### src/rtl/keyboard_scanner_pkg.sv
// Shared definitions for the keypad scanner: bus register map, scan FSM
// encoding, column reset value and a row/column one-cold decoder.
package keyboard_scanner_pkg;

  // Register addresses, aligned with the display block's 000/010/100 map
  localparam logic [2:0] KEY_DATA_ADDR   = 3'b000;
  localparam logic [2:0] KEY_STATUS_ADDR = 3'b010;

  // First column driven after reset (column 0 low)
  localparam logic [3:0] COL_RESET = 4'b1110;

  typedef enum logic [1:0] {
    ST_SCAN         = 2'd0,
    ST_DEBOUNCE     = 2'd1,
    ST_CAPTURE      = 2'd2,
    ST_WAIT_RELEASE = 2'd3
  } scan_state_e;

  // Returns {valid, index}: valid when exactly one bit of v is 0,
  // index is the position of that 0 bit.
  function automatic logic [2:0] decode_one_cold(input logic [3:0] v);
    logic [2:0] res;
    case (v)
      4'b1110: res = 3'b100;
      4'b1101: res = 3'b101;
      4'b1011: res = 3'b110;
      4'b0111: res = 3'b111;
      default: res = 3'b000;
    endcase
    return res;
  endfunction

endpackage

### src/rtl/keyboard_scanner_scan_tick_gen.sv
// Free-running divider: tick pulses for one cycle every DIV clocks.
// Shared with the display refresh logic.
module scan_tick_gen #(
  parameter logic [15:0] DIV = 16'd50000
) (
  input  logic clock,
  input  logic reset,
  output logic tick
);

  logic [15:0] count;

  // Down-counter that reloads DIV-1 after reaching zero
  always_ff @(posedge clock or posedge reset) begin
    if (reset) begin
      count <= DIV - 16'd1;
    end else if (count == 16'd0) begin
      count <= DIV - 16'd1;
    end else begin
      count <= count - 16'd1;
    end
  end

  assign tick = (count == 16'd0);

endmodule

### src/rtl/keyboard_scanner.sv
// 4x4 matrix keypad scanner on the 16-bit I/O bus. Rotates an active-low
// column drive, debounces the row returns and latches a single pressed key
// as {row, col}. debug_state exposes the scan FSM for observation.
module keyboard_scanner
  import keyboard_scanner_pkg::*;
#(
  parameter logic [15:0] SCAN_DIV       = 16'd50000,
  parameter logic [3:0]  DEBOUNCE_TICKS = 4'd10
) (
  input  logic        clock,
  input  logic        reset,
  input  logic        read_enable,
  input  logic [2:0]  address,
  output logic [15:0] read_data_out,
  input  logic [3:0]  row,
  output logic [3:0]  col,
  output logic        key_pending,
  output logic [1:0]  debug_state
);

  logic [3:0]  row_m;
  logic [3:0]  row_s;
  logic        tick;
  scan_state_e state;
  logic [3:0]  snapshot;
  logic [3:0]  cnt;
  logic [3:0]  key_data;
  logic        pending;
  logic        overrun;
  logic [2:0]  row_dec;
  logic [2:0]  col_dec;

  scan_tick_gen #(.DIV(SCAN_DIV)) u_tick (
    .clock (clock),
    .reset (reset),
    .tick  (tick)
  );

  // Two-flop synchronizer for the asynchronous keypad rows (idle high)
  always_ff @(posedge clock or posedge reset) begin
    if (reset) begin
      row_m <= 4'hF;
      row_s <= 4'hF;
    end else begin
      row_m <= row;
      row_s <= row_m;
    end
  end

  assign row_dec     = decode_one_cold(snapshot);
  assign col_dec     = decode_one_cold(col);
  assign key_pending = pending;
  assign debug_state = state;

  // Scan FSM plus bus register file; a capture set overrides a read clear
  // on the same edge because it is assigned later in this block.
  always_ff @(posedge clock or posedge reset) begin
    if (reset) begin
      state         <= ST_SCAN;
      col           <= COL_RESET;
      snapshot      <= 4'hF;
      cnt           <= 4'd0;
      key_data      <= 4'd0;
      pending       <= 1'b0;
      overrun       <= 1'b0;
      read_data_out <= 16'h0000;
    end else begin
      if (read_enable) begin
        case (address)
          KEY_DATA_ADDR: begin
            read_data_out <= {12'b0, key_data};
            pending       <= 1'b0;
          end
          KEY_STATUS_ADDR: begin
            read_data_out <= {14'b0, overrun, pending};
            overrun       <= 1'b0;
          end
          default: read_data_out <= 16'h0000;
        endcase
      end

      case (state)
        ST_SCAN: begin
          if (tick) begin
            if (row_s == 4'hF) begin
              col <= {col[2:0], col[3]};
            end else begin
              snapshot <= row_s;
              cnt      <= 4'd0;
              state    <= ST_DEBOUNCE;
            end
          end
        end
        ST_DEBOUNCE: begin
          if (tick) begin
            if (row_s != snapshot) begin
              state <= ST_SCAN;
            end else if (cnt == DEBOUNCE_TICKS - 4'd1) begin
              state <= ST_CAPTURE;
            end else begin
              cnt <= cnt + 4'd1;
            end
          end
        end
        ST_CAPTURE: begin
          if (row_dec[2]) begin
            key_data <= {row_dec[1:0], col_dec[1:0]};
            pending  <= 1'b1;
            if (pending) begin
              overrun <= 1'b1;
            end
          end
          cnt   <= 4'd0;
          state <= ST_WAIT_RELEASE;
        end
        ST_WAIT_RELEASE: begin
          if (tick) begin
            if (row_s != 4'hF) begin
              cnt <= 4'd0;
            end else if (cnt == DEBOUNCE_TICKS - 4'd1) begin
              cnt   <= 4'd0;
              state <= ST_SCAN;
            end else begin
              cnt <= cnt + 4'd1;
            end
          end
        end
        default: state <= ST_SCAN;
      endcase
    end
  end

endmodule

### config.mk
export PLATFORM = sky130hd
export DESIGN_NAME = keyboard_scanner
export DESIGN_NICKNAME = d
export VERILOG_FILES = /design/src/rtl/keyboard_scanner_pkg.sv /design/src/rtl/keyboard_scanner_scan_tick_gen.sv /design/src/rtl/keyboard_scanner.sv
export SDC_FILE = /design/constraint.sdc
export NUM_CORES = 1
export LEC_CHECK = 0
export BUFFER_PORTS_ARGS = -buffer_cell sky130_fd_sc_hd__buf_2
export CORE_MARGIN = 3
export CORE_UTILIZATION = 60
export CTS_CLUSTER_SIZE = 14
export DETAILED_ROUTE_END_ITERATION = 8
export GPL_TIMING_DRIVEN = 1
export PLACE_DENSITY_LB_ADDON = 0.1
export SYNTH_ARGS = -nofsm -noshare
export SYNTH_HDL_FRONTEND = slang
export SYNTH_SLANG_ARGS = --single-unit
### constraint.sdc
create_clock -name clock -period 5.7 [get_ports clock]
set_clock_uncertainty 0.15 [all_clocks]
set_input_delay 0 -clock clock [delete_from_list [all_inputs] [get_ports clock]]
set_output_delay 0 -clock clock [all_outputs]
set_load 0.02 [all_outputs]
==> results of run 1 <==
[logic make-up after synthesis]
group	share of synthesized area
multiplexers	0.0629
XOR/XNOR	0.0644
other	0.00153
AND/OR/NAND/NOR	0.184
buffers and inverters	0.0788
adder cells (fa/ha/maj)	0.0205
flip-flops	0.503
AO/OA/AOI/OAI	0.0849
[synth_stat cells (4+ instances only)]
cell type  instances  area [um^2]
a21oi_1           10         50.1
and3_1             6         37.5
buf_4             14          105
clkbuf_1           7         26.3
dfrtp_1           24          601
dfstp_2           24          631
ha_1               4         50.1
inv_1             15         56.3
mux2_1             4         45.0
mux2_2             7         78.8
nand2_1           20         75.1
nand4_1            6         37.5
nor2_1            15         56.3
nor3_1             5         25.0
o21ai_0           10         50.1
xnor2_1            5         43.8
xor2_1            13          114
[per-stage QoR]
stage / power (mW) / area [um^2] / util / hold slack, ns / setup slack [ns]
after CTS: 0.648 / 2750 / 0.723 / 0.179 / 3.14
after floorplan: 0.377 / 2490 / - / -0.146 / 3.43
after global placement: 0.379 / 2510 / 0.661 / -0.0450 / 3.20
after detailed placement: 0.379 / 2510 / 0.661 / -0.0438 / 3.14
after global routing: 0.663 / 2750 / 0.723 / 0.189 / 3.00
final: 0.641 / 2750 / 0.723 / 0.196 / 3.12
[power groups by stage]
stage	logic (mW)	clock network, mW	registers, mW
after floorplan	0.0220	0	0.355
after global placement	0.0232	0	0.355
after detailed placement	0.0232	0	0.356
after CTS	0.0283	0.270	0.350
after global routing	0.0313	0.281	0.350
final	0.0282	0.263	0.350
[timing repair]
item / CTS / global route
buffers inserted: 0 / 0
hold buffers: 11 / 0
endpoints found under the hold margin: 34 / 0
[cell type report]
type / instances / area share
Clock buffer: 7 / 0.0351
Inverter: 15 / 0.0205
Multi-Input combinational cell: 163 / 0.387
Clock inverter: 1 / 0.0109
Sequential cell: 48 / 0.448
Timing Repair Buffer: 31 / 0.0765
Tap cell: 48 / 0.0219
[flip-flops by register name, indices dropped and copies added, names as in the netlist, 4 cells and up, named ones only]
name           count
u_tick.count      16
cnt                4
col                4
key_data           4
read_data_out      4
row_m              4
row_s              4
snapshot           4
[worst max-delay path: cells and delay by family (launching register included)]
kind             cells  cell delay [ns]
and+or+nand+nor      4             1.64
DFF                  1             0.38
muxes                1             0.35
[routing by layer]
metal | track usage | share of wire
met3 | 0.0317 | 0.047
met5 | 0 | 0
met4 | 0.0574 | 0.016
met2 | 0.304 | 0.46
met1 | 0.242 | 0.48
[worst max-delay path by stage]
stage	from	end	slack [ns]	cells after the start
floorplan	u_tick.count[2]$_DFF_PP1_	snapshot[0]$_DFFE_PP1P_	3.43	8
global placement	u_tick.count[2]$_DFF_PP1_	snapshot[2]$_DFFE_PP1P_	3.20	5
detailed placement	u_tick.count[2]$_DFF_PP1_	snapshot[3]$_DFFE_PP1P_	3.14	5
CTS	u_tick.count[2]$_DFF_PP1_	snapshot[0]$_DFFE_PP1P_	3.14	5
global route	u_tick.count[2]$_DFF_PP1_	snapshot[0]$_DFFE_PP1P_	3.00	5
finish	u_tick.count[2]$_DFF_PP1_	snapshot[3]$_DFFE_PP1P_	3.12	5
==> impl_metrics.csv, run 1 <==
group,metric,value,unit
worst_setup_path,timing.rr.end,"snapshot[3]$_DFFE_PP1P_",
synthesis,syn_area,0.00245,mm^2
pwr,vdd_drop_max,0.000170,V
sta,tightest_slew,0.964,ns
synthesis,synth_cell_types,48,
worst_setup_path,worstPathArrival,2.66,ns
route,ant_nets,0,
route,vias,1689,
clocking,cts-buffers-inserted,5,
job,cap_violations,0,
worst_setup_path,cp_max_fo,10,
sta,finalSetupViolations,0,
route,drt_first_pass_iters,4,
worst_setup_path,cp.required,5.78,ns
pwr,power.share.clock,0.411,
clocking,clk_pin_slew,0.09,ns
clocking,clock-root-buffer,"clkbuf_8",
floorplanning,die_h,69.9,um
sta,max_slew_margin,0.356,
global_route,grt_pass1_wl,7270,um
final_layout,instances_no_fill,313,
route,drtIter0Drc,85,
placed_design,io_buffers,20,
floorplanning,start_util,0.644,
final_layout,ff_latch_area,0.00123,mm^2
global_route,overflow,0,
min_path,hp-class,"in2reg",
final_layout,num-fill-cells,287,
final_layout,multi_input_comb_area,0.00106,mm^2
clocking,clk_latency,0.30,ns
clocking,cts.sinks,48,
sta,finalCriticalPeriod,2.58,ns
sta,rsz0062_at_grt,"false",
worst_setup_path,reg2regPathDepth,5,
floorplanning,rows,22,
floorplanning,dieArea,0.00488,mm^2
worst_setup_path,crit_chain,"or4_1 -> nor3_2 -> and4b_1 -> and3_1 -> mux2_1",
route,drt_wl_total,4160,um
synthesis,synth_edf_count,0,
pwr,power.switching,130,uW
route,drt-vias-per-instance,5.40,
worst_setup_path,slowest_delay,0.67,ns
worst_setup_path,reg2reg_slack,3.12,ns
synthesis,avgSynthCellArea,10.3,um^2
clocking,cts_resized,0,
placed_design,gp_congestion,0.771,
run_status,status,"complete, no violations",
final_layout,fin_nets,278,
floorplanning,io_pins,33,
pwr,p_int,511,uW
final_layout,diodes,0,
sta,hold_viol_final,0,
global_route,first_global_vias,1662,
sta,period_share,0.453,
clocking,cts_tree,"yes",
global_route,track_usage,0.182,
pwr,power.leakage,1.25,nW
global_route,grt_antenna_before_repair,0,
placed_design,dp_cells,294,
route,wl_per_cell,13.3,um
synthesis,synth_cells,237,
min_path,holdPathEnd,"row_m[1]$_DFF_PP1_",
clocking,clk_path_buf_depth,2,
global_route,grt_max_degree,49,
synthesis,synth_warnings,0,
final_layout,drive_above_1_share,0.260,
sta,tns,0,ns
pwr,switching_share,0.203,
sta,max_freq,0.387,GHz
floorplanning,die_w,69.9,um
worst_setup_path,r2r-start,"u_tick.count[2]$_DFF_PP1_",
sta,drv_slew,0,
min_path,min_path_cells,2,
synthesis,ys.flop_type,"dfstp_2",
pwr,p_per_area,233,mW/mm^2
synthesis,synthArstFlopShare,1.00,
synthesis,seq_area_frac_synth,0.503,
worst_setup_path,criticalPathCategory,"reg2reg",
floorplanning,core_area,0.00380,mm^2
pwr,combPwrFrac,0.044,
final_layout,mostFrequentLayoutCells,"24 x dfrtp_1, 24 x dfstp_2, 20 x nand2_1, 20 x buf_2, 15 x nor2_1",
worst_setup_path,slowest_stage,"or4_1",
final_layout,syn_to_final_growth,12.3,%
worst_setup_path,worstSetupStartpointType,"flop",
min_path,worstHoldStart,"row[1]",
clocking,htree_levels,2,
placed_design,dp_hpwl,2800,um
route,drcViolationCount,0,
synthesis,ys_ff_latch,48,
pwr,seqPwrFrac,0.545,
worst_setup_path,end_kind,"flop",
No activity file was read; power rests on OpenSTA's default activity.
==> inputs of run 2 (changes only) <==
- ABC_AREA: unset -> 1
- CORE_UTILIZATION: 60 -> 52
- clock period: 5.7 -> 2.25 ns (I/O delays scaled with it)
==> run 2 against run 1 <==
Count of clock-buffer cells in the layout is the same; via count grew 17%; first-iteration DRC count shrank 27%; sequential cell count is the same; maximum frequency grew 44%; critical path depth grew 5.
==> impl_metrics.csv, run 2 <==
group,metric,value,unit
global_route,grt_max_degree,26,
synthesis,synth-compound-area-share,0.0712,
pwr,p_int,1.15,mW
synthesis,yosys.area_share.adder,0.0195,
synthesis,synth_cells,312,
synthesis,synth-xor-area-share,0.0171,
placed_design,io_buffers,20,
clocking,cts.sinks,48,
worst_setup_path,cp_max_fo,16,
worst_setup_path,criticalPathCategory,"reg2reg",
sta,finalSetupViolations,0,
synthesis,synth_edf_count,0,
global_route,first_global_vias,1850,
worst_setup_path,worstSetupStartpointType,"flop",
synthesis,synthArstFlopShare,1.00,
pwr,p_total,1.49,mW
synthesis,yosysMostFrequentCell,"nand2_1",
sta,tightest_slew,0.522,ns
route,drtIter0Drc,62,
route,vias,1974,
synthesis,synth_cell_types,35,
clocking,post-cts-setup-buffer-count,0,
sta,drv_slew,0,
floorplanning,io_pins,33,
pwr,power.share.clock,0.352,
synthesis,synth_mux_area_frac,0,
placed_design,gp_congestion,0.824,
synthesis,avgSynthCellArea,8.23,um^2
synthesis,seq_area_frac_synth,0.480,
clocking,cts_tree,"yes",
clocking,clk_latency,0.29,ns
sta,rsz0062_at_grt,"false",
synthesis,synth_top_area_share,0.246,
route,drcViolationCount,0,
pwr,power.switching,332,uW
worst_setup_path,end_kind,"flop",
synthesis,synth_top_area_cell,"dfstp_2",
global_route,overflow,0,
min_path,hp-class,"in2reg",
pwr,p_per_area,513,mW/mm^2
pwr,seqPwrFrac,0.595,
synthesis,synth_warnings,0,
synthesis,yosys-top-cells-area,"dfstp_2 25%, dfrtp_1 23%, nand2_1 12%",
job,cap_violations,0,
global_route,track_usage,0.166,
final_layout,final_common_cell,"nand2_1",
pwr,power.leakage,1.46,nW
route,drt-vias-per-instance,4.78,
synthesis,synth_top_family_by_area,"simple AND/OR/NAND/NOR gates",
clocking,cts-buffers-inserted,5,
worst_setup_path,reg2regPathDepth,10,
route,ant_nets,0,
synthesis,ys_ff_latch,48,
synthesis,syn_area,0.00257,mm^2
worst_setup_path,cp.required,2.29,ns
min_path,worstHoldStart,"address[2]",
synthesis,yosys-top-cells-count,"85 x nand2_1, 31 x inv_1, 26 x nor2_1",
pwr,switching_share,0.223,
floorplanning,die_w,76.3,um
synthesis,yosys.area_share.simple,0.314,
worst_setup_path,reg2reg_slack,0.45,ns
sta,hold_viol_final,0,
floorplanning,core_area,0.00456,mm^2
pwr,combPwrFrac,0.053,
sta,max_slew_margin,0.651,
min_path,holdPathEnd,"read_data_out[0]$_DFFE_PP0P_",
pwr,vdd_drop_max,0.000365,V
sta,finalCriticalPeriod,1.80,ns
final_layout,top_register,"u_tick.count",
final_layout,mostFrequentLayoutCells,"85 x nand2_1, 30 x inv_1, 26 x nor2_1",
final_layout,fin_nets,361,
sta,max_freq,0.557,GHz
final_layout,drive_above_1_share,0.261,
final_layout,syn_to_final_growth,12.9,%
synthesis,ys.flop_type,"dfstp_2",
final_layout,largest_register_ffs,16,
route,drt_first_pass_iters,4,
floorplanning,rows,24,
worst_setup_path,timing.rr.end,"cnt[2]$_DFFE_PP0P_",
global_route,grt_antenna_before_repair,0,
floorplanning,die_h,76.3,um
floorplanning,dieArea,0.00582,mm^2
clocking,htree_levels,2,
final_layout,diodes,0,
floorplanning,start_util,0.562,
worst_setup_path,r2r-start,"u_tick.count[0]$_DFF_PP1_",
route,wl_per_cell,10.7,um
sta,period_share,0.799,
clocking,clock-root-buffer,"clkbuf_8",
clocking,clk_path_buf_depth,2,
clocking,clk_pin_slew,0.09,ns
run_status,status,"complete, no violations",
route,drt_wl_total,4430,um
min_path,min_path_cells,8,
placed_design,dp_hpwl,3190,um
worst_setup_path,worstPathArrival,1.83,ns
sta,tns,0,ns
global_route,grt_pass1_wl,8000,um
final_layout,num-fill-cells,426,
==> run 2: cell count changes after synthesis, sizes merged, moves of 6 or more <==
cell and change:
and3 -6, clkbuf -7, inv +24, mux2 -11, nand2 +73, nand3 +18, nor2 +24, o21ai +7
xor2 -10
==> run 2: worst max-delay path by stage <==
stage          depth (start not counted)            endpoint                       from  slack, ns
6_report                              10  cnt[2]$_DFFE_PP0P_  u_tick.count[0]$_DFF_PP1_       0.45
5_1_grt                               10  cnt[0]$_DFFE_PP0P_  u_tick.count[0]$_DFF_PP1_       0.33
4_1_cts                               10  cnt[0]$_DFFE_PP0P_  u_tick.count[0]$_DFF_PP1_       0.44
3_5_place_dp                          10  cnt[0]$_DFFE_PP0P_  u_tick.count[0]$_DFF_PP1_       0.45
3_3_place_gp                          10  cnt[1]$_DFFE_PP0P_  u_tick.count[0]$_DFF_PP1_       0.52
2_1_floorplan                         10  cnt[0]$_DFFE_PP0P_  u_tick.count[0]$_DFF_PP1_       0.68
==> run 2: through the flow <==
stage | setup slack (ns) | instance area, um^2 | hold slack [ns] | utilization | std cells
after global placement | 0.522 | 2720 | -0.0858 | 0.595 | 396
after floorplan | 0.676 | 2610 | -0.146 | - | 323
after global routing | 0.326 | 2900 | 0.0865 | 0.635 | 413
after CTS | 0.440 | 2900 | 0.0142 | 0.635 | 413
after detailed placement | 0.448 | 2720 | -0.0806 | 0.595 | 396
final | 0.453 | 2900 | 0.0276 | 0.635 | 413
==> run 2: critical path, stage by stage, from the launching register on <==
cell     delay [ns]
dfstp_2        0.54
inv_1          0.06
ha_1           0.21
nand2_1        0.11
nor2_4         0.05
nand2_4        0.19
nand2_1        0.08
nand2_1        0.08
nand2_2        0.08
nand3_1        0.08
nand2_1        0.06
==> run 2: timing repair <==
item / CTS / global route
endpoints found under the setup margin: 0 / 0
hold endpoints to repair: 46 / 0
resized for setup: 0 / 0
hold buffers: 9 / 0
==> run 2: metal layers <==
metal,vias up,global-route usage,wire [um]
met5,-,0,0
met4,0,0.0543,30
met3,4,0.0402,188
met2,31,0.257,2000
met1,916,0.228,2210
li1,1023,-,-
==> run 2: power by group through the flow <==
stage               sequential [mW]  clock (mW)  combinational [mW]
floorplan                     0.900           0              0.0610
global placement              0.900           0              0.0680
detailed placement            0.900           0              0.0692
CTS                           0.885       0.550              0.0799
global route                  0.886       0.587              0.0892
finish                        0.885       0.523              0.0792
==> run 2: final cells by class <==
class,instances,area [um^2],area share
inverter,40,155,0.0535
timing repair buffer,30,210,0.0725
multi-input combinational,222,1130,0.389
tap,65,81.3,0.0281
clock inverter,1,7.51,0.00259
sequential,48,1230,0.425
clock buffer,7,86.3,0.0298
==> run 2: logic make-up (layout without fill, tap and decap cells) <==
group / Yosys count / in the layout
AND/OR/NAND/NOR: 170 / 170
buffers and inverters: 53 / 78
flip-flops: 48 / 48
AO/OA/AOI/OAI: 31 / 31
XOR/XNOR: 5 / 5
adder cells (fa/ha/maj): 4 / 4
other: 1 / 12
